## src/rtl/srlatch_pkg.sv

```systemverilog
// Shared types and constants for the SR latch front end.
package srlatch_pkg;

   typedef enum logic [1:0] {
      ST_IDLE  = 2'd0,
      ST_PULSE = 2'd1,
      ST_GAP   = 2'd2,
      ST_CHECK = 2'd3
   } state_e;

   localparam logic OP_CLR = 1'b0;
   localparam logic OP_SET = 1'b1;

   function automatic int max3(input int a, input int b, input int c);
      int m;
      m = (a > b) ? a : b;
      m = (c > m) ? c : m;
      return m;
   endfunction

   // Counter width able to hold the largest timed-state load value.
   function automatic int cnt_width(input int pw, input int gw, input int to);
      return $clog2(max3(pw, gw, to) + 1);
   endfunction

endpackage

```

## src/rtl/srlatch_driver_bit_sync.sv

```systemverilog
// Multi-flop synchronizer for a single asynchronous bit, resets to 0.
module bit_sync #(
   parameter int STAGES = 2
) (
   input  logic clk,
   input  logic rst_n,
   input  logic d_i,
   output logic q_o
);

   logic [STAGES-1:0] sync_q;

   // Shift the asynchronous input through the flop chain.
   always_ff @(posedge clk or negedge rst_n) begin
      if (!rst_n) begin
         sync_q <= '0;
      end else begin
         sync_q <= {sync_q[STAGES-2:0], d_i};
      end
   end

   assign q_o = sync_q[STAGES-1];

endmodule

```

## src/rtl/srlatch_driver.sv

```systemverilog
// Clocked front end for an SR latch: non-overlapping S/R pulses with dead time,
// then confirmation of the latch state through a synchronizer on Q.
module srlatch_driver
   import srlatch_pkg::*;
#(
   parameter int PULSE_W     = 2,
   parameter int GAP_W       = 1,
   parameter int TIMEOUT     = 8,
   parameter int SYNC_STAGES = 2
) (
   input  logic clk,
   input  logic rst_n,
   input  logic req_valid_i,
   input  logic req_op_i,
   output logic req_ready_o,
   input  logic q_i,
   output logic s_o,
   output logic r_o,
   output logic busy_o,
   output logic done_o,
   output logic err_o,
   output logic q_sync_o
);

   localparam int CW = cnt_width(PULSE_W, GAP_W, TIMEOUT);
   localparam logic [CW-1:0] CNT_ONE   = CW'(1);
   localparam logic [CW-1:0] CNT_PULSE = CW'(PULSE_W);
   localparam logic [CW-1:0] CNT_GAP   = CW'(GAP_W);
   localparam logic [CW-1:0] CNT_TO    = CW'(TIMEOUT);

   state_e          state_q, state_d;
   logic [CW-1:0]   cnt_q, cnt_d;
   logic            exp_q, exp_d;
   logic            q_sync_s;
   logic            match_s;
   logic            cnt_last_s;

   logic            s_q, s_d;
   logic            r_q, r_d;
   logic            done_q, done_d;
   logic            err_q, err_d;
   logic            busy_q, busy_d;
   logic            ready_q, ready_d;

   bit_sync #(
      .STAGES (SYNC_STAGES)
   ) u_q_sync (
      .clk   (clk),
      .rst_n (rst_n),
      .d_i   (q_i),
      .q_o   (q_sync_s)
   );

   assign match_s    = (q_sync_s == exp_q);
   assign cnt_last_s = (cnt_q == CNT_ONE);

   // State, shared down-counter and expected latch value.
   always_ff @(posedge clk or negedge rst_n) begin
      if (!rst_n) begin
         state_q <= ST_IDLE;
         cnt_q   <= '0;
         exp_q   <= OP_CLR;
      end else begin
         state_q <= state_d;
         cnt_q   <= cnt_d;
         exp_q   <= exp_d;
      end
   end

   // Next-state and counter sequencing.
   always_comb begin
      state_d = state_q;
      cnt_d   = cnt_q;
      exp_d   = exp_q;
      case (state_q)
         ST_IDLE: begin
            if (req_valid_i) begin
               exp_d   = req_op_i;
               cnt_d   = CNT_PULSE;
               state_d = ST_PULSE;
            end else begin
               state_d = ST_IDLE;
            end
         end
         ST_PULSE: begin
            if (cnt_last_s) begin
               cnt_d   = CNT_GAP;
               state_d = ST_GAP;
            end else begin
               cnt_d   = cnt_q - CNT_ONE;
            end
         end
         ST_GAP: begin
            if (cnt_last_s) begin
               cnt_d   = CNT_TO;
               state_d = ST_CHECK;
            end else begin
               cnt_d   = cnt_q - CNT_ONE;
            end
         end
         ST_CHECK: begin
            // First match wins; otherwise give up after the last allowed cycle.
            if (match_s || cnt_last_s) begin
               cnt_d   = '0;
               state_d = ST_IDLE;
            end else begin
               cnt_d   = cnt_q - CNT_ONE;
            end
         end
         default: begin
            cnt_d   = '0;
            state_d = ST_IDLE;
         end
      endcase
   end

   // Output values for the next cycle, decoded from the next state so S/R stay registered.
   always_comb begin
      s_d     = 1'b0;
      r_d     = 1'b0;
      done_d  = 1'b0;
      err_d   = 1'b0;
      busy_d  = (state_d != ST_IDLE);
      ready_d = (state_d == ST_IDLE);
      if (state_d == ST_PULSE) begin
         s_d = (exp_d == OP_SET);
         r_d = (exp_d == OP_CLR);
      end else begin
         s_d = 1'b0;
         r_d = 1'b0;
      end
      if (state_q == ST_CHECK) begin
         done_d = match_s;
         err_d  = !match_s && cnt_last_s;
      end else begin
         done_d = 1'b0;
         err_d  = 1'b0;
      end
   end

   // Output registers; reset clears the latch drives without waiting for a clock.
   always_ff @(posedge clk or negedge rst_n) begin
      if (!rst_n) begin
         s_q     <= 1'b0;
         r_q     <= 1'b0;
         done_q  <= 1'b0;
         err_q   <= 1'b0;
         busy_q  <= 1'b0;
         ready_q <= 1'b1;
      end else begin
         s_q     <= s_d;
         r_q     <= r_d;
         done_q  <= done_d;
         err_q   <= err_d;
         busy_q  <= busy_d;
         ready_q <= ready_d;
      end
   end

   assign s_o         = s_q;
   assign r_o         = r_q;
   assign done_o      = done_q;
   assign err_o       = err_q;
   assign busy_o      = busy_q;
   assign req_ready_o = ready_q;
   assign q_sync_o    = q_sync_s;

endmodule

```

## config.mk

```make
export PLATFORM = sky130hd
export DESIGN_NAME = srlatch_driver
export DESIGN_NICKNAME = d
export VERILOG_FILES = /design/src/rtl/srlatch_pkg.sv /design/src/rtl/srlatch_driver_bit_sync.sv /design/src/rtl/srlatch_driver.sv
export SDC_FILE = /design/constraint.sdc
export NUM_CORES = 1
export LEC_CHECK = 0
export ABC_AREA = 1
export ABC_CLOCK_PERIOD_IN_PS = 1800
export CAP_MARGIN = 0
export CELL_PAD_IN_SITES_DETAIL_PLACEMENT = 0
export CELL_PAD_IN_SITES_GLOBAL_PLACEMENT = 1
export CORE_MARGIN = 2
export CORE_UTILIZATION = 41
export CTS_BUF_LIST = sky130_fd_sc_hd__clkbuf_4 sky130_fd_sc_hd__clkbuf_8
export DETAILED_ROUTE_END_ITERATION = 16
export GPL_ROUTABILITY_DRIVEN = 1
export GPL_TIMING_DRIVEN = 0
export PLACE_DENSITY = 0.8
export SYNTH_ARGS = -nofsm -noshare
export SYNTH_HDL_FRONTEND = slang
export SYNTH_HIERARCHICAL = 1
export SYNTH_SLANG_ARGS = --single-unit
```

## constraint.sdc

```tcl
create_clock -name clk -period 1.8 [get_ports clk]
set_input_delay 0.18 -clock clk [delete_from_list [all_inputs] [get_ports clk]]
set_output_delay 0.18 -clock clk [all_outputs]
set_load 0.005 [all_outputs]
```

Word-level counts from Yosys, hierarchy flattened. Index checks and enable logic that the tools add are counted.

Bitwise operators: 1. $lt $le $gt $ge: 0. Add/subtract/negate cells: 1. Reductions and logical operators: 6. Div/mod/pow operators: 0. Shift operators: 0. Multiplexer cells: 16. Equality and inequality tests: 7. Multiply operators: 0.

Operators with widths (count): 4-bit two-way mux (4); 4-bit one-hot mux with 4 select lines (1); 2-bit one-hot mux with 4 select lines (1); 1-bit two-way mux (7); 2-bit two-way mux (3); 2-bit by 1-bit equality test with 1-bit output (second input constant) (2); 2-bit equality test (second input constant) (2); 4-bit by 1-bit equality test with 1-bit output (second input constant) (1); 2-bit zero test (2); 4-bit by 1-bit subtractor with 4-bit output (second input constant) (1); 2-bit inequality test (second input constant) (1); 2-bit nonzero test (1); 1-bit equality test (1); 1-bit logical AND (1); 1-bit zero test (1); 1-bit logical OR (1); 1-bit inverter (1).

Bits in read-only memories: 0. Memories kept: 0. Register bits: 15. Output and inout bits: 7. Input port bits: 5. Latch bits: 0. Bits in writable memories: 0.

Longest topological paths before layout. Gate-level depths: netlist of run 1.

Depth after elaboration: 6. Mapped depth: 10. Gate-level depth less buffers: 10.

Modules after synthesis. The synthesis of run 1 kept the hierarchy.

By module, submodules not included: srlatch_driver (cells an instance 79, instances 1, area an instance 704.4 um^2); bit_sync (cells an instance 2, instances 1, area an instance 50.0 um^2).

Least setup slack after synthesis of run 1. No wires, ideal clock.

Path kind: register to register. From: register cnt_q[1]. To: register s_q, in the netlist s_o. Stages on the path, launching flop included: 10. Path buffers: 0. Required time: 1681 ps. Period minus slack after synthesis: 1261 ps. Slack: 539 ps. Data arrival time: 1142 ps. Cells stage by stage: dfrtp_1 > inv_1 > ha_1 > nand2_1 > nor2_2 > nand2_2 > nand2_2 > nand2_4 > nand2_4 > nor2_2.

Longest elaborated chain between the ends: 6.

Ends and longest elaborated chain: from (decl) (RTL line srlatch_driver.sv:32) `logic [CW-1:0] cnt_q, cnt_d;`; from (signal assigned) (RTL line srlatch_driver.sv:65) `cnt_q <= cnt_d;`; 4-bit by 1-bit equality test with 1-bit output (*) (RTL line srlatch_driver.sv:55) `assign cnt_last_s = (cnt_q == CNT_ONE);`; 1-bit logical OR (RTL line srlatch_driver.sv:103) `if (match_s || cnt_last_s) begin`; 2-bit two-way mux (RTL line srlatch_driver.sv:103); 2-bit one-hot mux with 4 select lines (*) (RTL line srlatch_driver.sv:75) `case (state_q)`; 2-bit by 1-bit equality test with 1-bit output (*) (RTL line srlatch_driver.sv:125) `if (state_d == ST_PULSE) begin`; 1-bit two-way mux (*) (RTL line srlatch_driver.sv:125); net s_d (RTL line srlatch_driver.sv:38) `logic s_q, s_d;`; to (signal assigned) (RTL line srlatch_driver.sv:144) `s_q <= 1'b0;`; to (signal assigned) (RTL line srlatch_driver.sv:151) `s_q <= s_d;`; to (decl) (RTL line srlatch_driver.sv:38).

The timed path passes the listed nets; every way through them passes the cells marked *. A chain may end at the register's enable or synchronous reset.

Worst setup path after layout of run 1.
From: register ready_q, in the netlist req_ready_o. To: output port req_ready_o.

RTL lines: from (decl) (RTL line srlatch_driver.sv:43) `logic ready_q, ready_d;`; from (signal assigned) (RTL line srlatch_driver.sv:156) `ready_q <= ready_d;`; to (decl) (RTL line srlatch_driver.sv:15) `output logic req_ready_o,`.

No word-level cell between the ends.

==> impl_results.md, run 1 <==
- Status: finished, final reports clean
- Number of antenna violations at the first check in global routing: 0
- Type of element launching the critical path: register
- Static leakage: 0.456 nW
- Layout net count: 104
- Non-filler instance count after layout: 121
- Number of detailed-routing iterations run before antenna repair: 4
- DRC violation total after the first TritonRoute iteration: 5
- Post-Route Setup TNS: 0 ns
- Arr. time, crit path: 1.31 ns
- I/O Buffers: 11
- Number of library cell types mapped by synthesis: 17
- Starting density of the core: 43.7%
- Antenna diodes: 0
- Net switching component of the power: 0.000680 W
- Synthesized netlist net count: 88
- Critical Path Slowest Stage Cell: sky130_fd_sc_hd__dfstp_2
- Total buffers and inverters traversed by the critical path: 1
- Pin count of the biggest net entering global routing: 16
- Die H: 46.9 um
- Largest area contributor in the netlist: sky130_fd_sc_hd__dfrtp_1
- Final critical-path required period: 1.49 ns
- Register-to-register setup slack: 0.38 ns
- Floorplan die width: 46.9 um
- Worst-path fanout max: 1
- Type of the tightest min-delay check: in -> async
- Global Route Usage Sum: 14.0%
- Count of final hold-check violations: 0
- Pre-CTS setup slack: 0.384 ns
- Post-route fraction of the period consumed by the critical path: 82.6%
- Via total after detailed routing: 537
- PwrDens: 1700 mW/mm^2
- Multi-input gate area: 323 sq um
- Share of the synthesized area in the top cell type: 46.4%
- Gate count of the mapped netlist: 81
- Wire length of the first global-routing pass: 2120 um
- Number of enable flip-flop cells after synthesis: 0
- Sinks on Clock Net: 15
- Clock root buffer: sky130_fd_sc_hd__clkbuf_4
- Synth warnings: 6
- Top post-synthesis cells by count: sky130_fd_sc_hd__dfrtp_1 (14), sky130_fd_sc_hd__nand2_1 (14), sky130_fd_sc_hd__inv_1 (9)
- Sw Share: 43.3%
- Hold-fix buffer count after cts: 0
- Fraction of power consumed by combinational cells: 51.2%
- Die Footprint: 0.00220 sq mm
- Placed Cells incl. Taps: 117
- WL/cell: 10.0 um
- Sequential share of the synthesized area: 49.9%
- Total chip power: 0.00157 W
- Register Area: 377 sq um
- Slack of the critical path: 0.313 ns
- Max Clk Rate: 672 MHz
- Critical Setup Path Class: reg -> out
- Clock group share of total power: 12.3%
- Number of resized instances in the post-cts repair step: 0
- Final routed DRC violation total: 0
- Clock transition at the registers of the reported paths: 0.10 ns
- Complex-gate fraction of the synthesized area: 5.97%
- Post-synthesis instance area: 754 sq um
- Worst slew slack as a fraction of its limit: 56.9%
- Worst slew pin tran: 0.644 ns
- Share of synthesized registers carrying an async set or reset: 100%
- Count of endpoints failing setup in the final report: 0
- Worst-Skew Late Latency: 0.28 ns
- Xor and xnor area share after synthesis: 0%
- Layout filler cell count: 177
- Fraction of final layout cells with drive strength greater than 1: 32.3%
- Maximum ir drop on the vdd rail: 0.000936 V
- CTS Buffer Depth: 2
- Number of routed nets with antenna violations: 0
- Post-synthesis mux area share: 0%
- Maximum clock skew at final layout: 0.00824 ns
- Vias in the first global route: 493
- Post-CTS Setup Repair Bufs: 0
- Average instance area after synthesis: 9.31 sq um
- Combinational family with the most area after synthesis: simple AND/OR/NAND/NOR gates
- Average via count per standard cell: 4.44
- CP delay by family, top: flip-flops
- # H-tree levels: 1
- Sequential Power Share: 36.5%
- Internal power consumption: 0.000892 W
- Global route total overflow: 0
- Cell types occupying the most area after synthesis: sky130_fd_sc_hd__dfrtp_1 (46%), sky130_fd_sc_hd__nand2_4 (9.0%), sky130_fd_sc_hd__nand2_1 (7.0%)
- Synthesized-area fraction occupied by and/or/nand/nor cells: 33.5%
- Number of register bits inferred by synthesis: 15
- Area of the core region: 0.00173 sq mm
- Area share of fa/ha/maj cells after synthesis: 3.32%
- Most used DFF post-synth: sky130_fd_sc_hd__dfrtp_1
- Number of maximum-capacitance violations: 0
- Final cell utilization of the core: 53.5%
- Chain of cells forming the critical path: clkdlybuf4s50_1
- Count of final max-slew check failures: 0
- Overall routed net length: 1210 um
- Critical Path RT: 1.62 ns
- RSZ-0062 raised after global routing: no
- Placer's final routability congestion estimate: 0.786
- Num rows: 15
- Slowest stage delay, CP: 0.53 ns
- Clock tree from TritonCTS: done
- Number of buffers added by the clock tree synthesis step: 3
- Crit end category: output pin
- Io pins: 12
- Estimated wirelength of the detail-placed design: 973 um
- Signed area change from the synthesized netlist to the final layout: 22.4%
[cells by family after synthesis]
kind of cell | count (synthesis)
flops | 15
fa+ha+maj | 2
compound gates | 8
simple gates | 42
buf+inv | 14
[state kept, by name, summed over array words and instances (netlist names)]
register,count
err_o,1
state_q,2
exp_q,1
done_o,1
u_q_sync/sync_q,2
req_ready_o,1
r_o,1
s_o,1
cnt_q,4
busy_o,1
[power by group through the flow]
stage | sequential, W | combinational (W) | clock [W]
after floorplan | 0.000570 | 0.000623 | 0
after global placement | 0.000581 | 0.000802 | 0
after detailed placement | 0.000582 | 0.000819 | 0
after CTS | 0.000575 | 0.000822 | 0.000199
after global routing | 0.000587 | 0.000931 | 0.000212
final | 0.000574 | 0.000805 | 0.000193
[final cells by class]
type                    count  area share [%]
flip-flops and latches     15            40.8
multi-input cells          52            35.0
repair buffers             11            11.9
clock buffers               3            2.44
clock inverters             1           0.542
inverters                  14            5.96
well taps                  25            3.39
[per-layer routing]
| metal | vias to the layer above | track usage (%) | wire, um |
|---|---|---|---|
| li1 | 279 | - | - |
| met1 | 246 | 18.1 | 547 |
| met2 | 10 | 21.9 | 593 |
| met3 | 2 | 3.85 | 61 |
| met4 | 0 | 6.67 | 12 |
| met5 | - | 0 | 0 |
[path summary, 6_finish.rpt]
check,startpoint,endpoint,cells past startpoint
max,req_ready_o$_DFF_PN1_,req_ready_o,1
min,rst_n,cnt_q[2]$_DFFE_PN0P_,1
max reg2reg,cnt_q[1]$_DFFE_PN0P_,s_o$_DFF_PN0_,9
min reg2reg,u_q_sync/sync_q[0]$_DFF_PN0_,u_q_sync/sync_q[1]$_DFF_PN0_,0
max in group asynchronous,rst_n,exp_q$_DFF_PN0_,1
min in group clk,q_i,u_q_sync/sync_q[0]$_DFF_PN0_,1
[through the flow]
stage / area [sq um] / hold slack (ns)
after global placement: 896 / 0.332
after detailed placement: 896 / 0.350
after floorplan: 754 / -0.116
after CTS: 923 / 0.315
after global routing: 923 / 0.346
final: 923 / 0.283
[cell usage in the layout, fill, tap and decap left out, types with 2 or more instances in the layout]
master and instances:
sky130_fd_sc_hd__clkbuf_4 3, sky130_fd_sc_hd__inv_2 4, sky130_fd_sc_hd__nand2_4 6, sky130_fd_sc_hd__a21oi_1 5
sky130_fd_sc_hd__nor2_4 2, sky130_fd_sc_hd__clkdlybuf4s50_1 11, sky130_fd_sc_hd__ha_1 2, sky130_fd_sc_hd__nor2_1 4
sky130_fd_sc_hd__nand3_1 4, sky130_fd_sc_hd__dfrtp_1 14, sky130_fd_sc_hd__nand2_2 6, sky130_fd_sc_hd__nor2_2 6
sky130_fd_sc_hd__inv_1 9, sky130_fd_sc_hd__nand2_1 14
No activity file was read; power rests on OpenSTA's default activity.
==> inputs of run 2 (changes only) <==
--- a/config.mk
+++ b/config.mk
@@ -6,17 +6,17 @@
 export NUM_CORES = 1
 export LEC_CHECK = 0
 export ABC_AREA = 1
-export ABC_CLOCK_PERIOD_IN_PS = 1800
+export ABC_CLOCK_PERIOD_IN_PS = 1300
 export CAP_MARGIN = 0
 export CELL_PAD_IN_SITES_DETAIL_PLACEMENT = 0
 export CELL_PAD_IN_SITES_GLOBAL_PLACEMENT = 1
 export CORE_MARGIN = 2
-export CORE_UTILIZATION = 41
+export CORE_UTILIZATION = 37
 export CTS_BUF_LIST = sky130_fd_sc_hd__clkbuf_4 sky130_fd_sc_hd__clkbuf_8
 export DETAILED_ROUTE_END_ITERATION = 16
 export GPL_ROUTABILITY_DRIVEN = 1
 export GPL_TIMING_DRIVEN = 0
-export PLACE_DENSITY = 0.8
+export PLACE_DENSITY = 0.76
 export SYNTH_ARGS = -nofsm -noshare
 export SYNTH_HDL_FRONTEND = slang
 export SYNTH_HIERARCHICAL = 1
==> constraint.sdc (replaced) <==
create_clock -name clk -period 1.3 [get_ports clk]
set_input_delay 0.13 -clock clk [delete_from_list [all_inputs] [get_ports clk]]
set_output_delay 0.13 -clock clk [all_outputs]
set_load 0.005 [all_outputs]
==> run 2 against run 1 <==
  * Cell area grew 12%
  * Via count grew 5.0%
  * Final cell count grew 6.6%
  * Worst hold slack got worse by 0.049 ns
  * Sequential cell count stayed put
  * Clock power increased by 48%
  * Highest routed layer unchanged
==> impl_results.md, run 2 (synthesis gave the netlist of run 1 again) <==
- Estimated wirelength of the detail-placed design: 1010 um (+3.9%)
- Area of the core region: 0.00194 sq mm (+12%)
- Post-route fraction of the period consumed by the critical path: 97.0%
- Registers with the most flip-flops: cnt_q x4, state_q x2, u_q_sync/sync_q x2
- RSZ-0062 raised after global routing: yes
- WL/cell: 10.9 um (+8.5%)
- Final cell utilization of the core: 53.0% (-0.45 points)
- Via total after detailed routing: 564 (+5.0%)
- Most common library cell in the layout ignoring fill and taps: sky130_fd_sc_hd__dfrtp_1
- Critical Path RT: 1.49 ns (-0.13 ns)
- Sinks on Clock Net: 15 (unchanged)
- # H-tree levels: 1 (unchanged)
- Crit end category: register
- Critical Setup Path Class: reg -> reg
- Max FFs per register: 4 (unchanged)
- Hold-fix buffer count after cts: 0 (unchanged)
- Type of the tightest min-delay check: in -> async
- Number of antenna violations at the first check in global routing: 0 (unchanged)
- Maximum clock skew at final layout: 0.0133 ns (+0.00509 ns)
- Worst-path fanout max: 3 (+2)
- Number of routed nets with antenna violations: 0 (unchanged)
- Area post-placement: 898 sq um (+0.28%)
- Static leakage: 0.525 nW (+15%)
- Post-Route Hold Slack: 0.234 ns (-0.0493 ns)
- Pin count of the biggest net entering global routing: 16 (unchanged)
- Die H: 49.2 um (+4.8%)
- Layout filler cell count: 191 (+7.9%)
- CTS Buffer Depth: 2 (unchanged)
- Worst setup path start: cnt_q[1]$_DFFE_PN0P_
- Arr. time, crit path: 1.45 ns (+0.14 ns)
- Worst slew pin tran: 0.655 ns (+0.0112 ns)
- Clock tree from TritonCTS: done
- Max Clk Rate: 793 MHz
- Signed area change from the synthesized netlist to the final layout: 36.5%
- Most used cells in the layout excluding fill and tap cells: sky130_fd_sc_hd__dfrtp_1 (12), sky130_fd_sc_hd__nand2_1 (11), sky130_fd_sc_hd__nand2_4 (10), sky130_fd_sc_hd__inv_1 (8), sky130_fd_sc_hd__clkdlybuf4s50_1 (8)
- Vias in the first global route: 558 (+13%)
- Average via count per standard cell: 4.37 (-1.5%)
- Type of element launching the critical path: register
- Count of endpoints failing setup in the final report: 0 (unchanged)
- Status: finished, final reports clean
- Layout net count: 110 (+5.8%)
- Die Footprint: 0.00242 sq mm (+9.9%)
- Final critical-path required period: 1.26 ns
- Starting density of the core: 38.9% (-4.8 points)
- Count of final max-slew check failures: 0 (unchanged)
- DRC violation total after the first TritonRoute iteration: 7 (+2)
- Floorplan die width: 49.2 um (+4.8%)
- Number of maximum-capacitance violations: 0 (unchanged)
- Global Route Usage Sum: 13.2% (-0.89 points)
- Wire length of the first global-routing pass: 2360 um (+11%)
- Number of detailed-routing iterations run before antenna repair: 3 (-1)
- Num rows: 16 (+1)
- Global route total overflow: 0 (unchanged)
- Clock root buffer: sky130_fd_sc_hd__clkbuf_4
- Fraction of final layout cells with drive strength greater than 1: 43.1% (+11 points)
- Io pins: 12 (unchanged)
- Number of buffers added by the clock tree synthesis step: 3 (unchanged)
- Clock transition at the registers of the reported paths: 0.09 ns (about the same)
- PwrDens: 2380 mW/mm^2 (+40%)
- Worst-Skew Late Latency: 0.29 ns (about the same)
- Worst slew slack as a fraction of its limit: 56.2% (-0.75 points)
- Register ranked first by flip-flop count: cnt_q
- Placer's final routability congestion estimate: 0.780 (-0.84%)
- Antenna diodes: 0 (unchanged)
- Worst flop-to-flop path startpoint: cnt_q[1]$_DFFE_PN0P_
- Maximum ir drop on the vdd rail: 0.00121 V (+30%)
- Final instance area: 0.00103 sq mm (+12%)
- Final routed DRC violation total: 0 (unchanged)
- Count of final hold-check violations: 0 (unchanged)
- I/O Buffers: 11 (unchanged)
- Overall routed net length: 1400 um (+16%)
run 2: report_power, final:
group	total (W)	switching [W]	internal, W
logic	0.00135	0.000757	0.000591
registers	0.000816	0.000161	0.000655
clock network	0.000286	0.000145	0.000140
run 2: area by class of cell:
class / instances / area [sq um] / share of cell area (%)
clock buffer: 4 / 30.0 / 2.92
multi-input combinational: 52 / 373 / 36.2
tap: 27 / 33.8 / 3.28
sequential: 15 / 379 / 36.8
inverter: 14 / 55.1 / 5.35
timing repair buffer: 17 / 159 / 15.4
run 2: metal layers:
layer	part of all wire (%)	global-route usage (%)	vias to the layer above
met2	49	22.3	9
met3	4.3	2.76	5
met1	44	14.8	258
li1	-	-	292
met5	0	0	-
met4	2.4	8.57	0
run 2: final timing paths:
check	end	slack [ns]	cells past startpoint
setup / recovery	s_o$_DFF_PN0_	0.04	9
hold / removal	cnt_q[1]$_DFFE_PN0P_	0.23	1
setup reg to reg	s_o$_DFF_PN0_	0.04	9
hold reg to reg	u_q_sync/sync_q[1]$_DFF_PN0_	0.39	0
max in group asynchronous	state_q[1]$_DFF_PN0_	0.59	1
min in group clk	u_q_sync/sync_q[0]$_DFF_PN0_	0.27	1
run 2: repair_timing:
item                                    CTS  global route
endpoints found under the setup margin    8             8
pin swaps                                 1             5
resized for setup                         5            12
setup buffers                             4             2
run 2: worst max-delay path, stage by stage (launching register included):
cell and delay, ns:
sky130_fd_sc_hd__dfrtp_1 0.40, sky130_fd_sc_hd__inv_2 0.08, sky130_fd_sc_hd__ha_4 0.16, sky130_fd_sc_hd__nand2_4 0.06
sky130_fd_sc_hd__nor2_4 0.12, sky130_fd_sc_hd__nand2_2 0.08, sky130_fd_sc_hd__nand2_2 0.08, sky130_fd_sc_hd__nand2_4 0.07
sky130_fd_sc_hd__nand2_4 0.07, sky130_fd_sc_hd__nor2_2 0.03
run 2: stage by stage:
step / std cells / total power [W] / TNS, ns / setup WS (ns)
finish: 129 / 0.00245 / 0 / 0.0396
CTS: 127 / 0.00234 / 0 / 0.00549
global placement: 119 / 0.00192 / -0.210 / -0.0802
floorplan: 81 / 0.00165 / 0 / 0.0388
detailed placement: 119 / 0.00195 / -0.218 / -0.0791
global route: 129 / 0.00268 / -0.0619 / -0.0269
==> inputs of run 3 (changes only) <==
--- a/config.mk
+++ b/config.mk
@@ -6,13 +6,13 @@
 export NUM_CORES = 1
 export LEC_CHECK = 0
 export ABC_AREA = 1
-export ABC_CLOCK_PERIOD_IN_PS = 1300
 export CAP_MARGIN = 0
 export CELL_PAD_IN_SITES_DETAIL_PLACEMENT = 0
 export CELL_PAD_IN_SITES_GLOBAL_PLACEMENT = 1
 export CORE_MARGIN = 2
 export CORE_UTILIZATION = 37
 export CTS_BUF_LIST = sky130_fd_sc_hd__clkbuf_4 sky130_fd_sc_hd__clkbuf_8
+export CTS_CLUSTER_SIZE = 25
 export DETAILED_ROUTE_END_ITERATION = 16
 export GPL_ROUTABILITY_DRIVEN = 1
 export GPL_TIMING_DRIVEN = 0
==> results of run 3 <==
The final DEF is identical to that of run 2; final timing and power are the same.
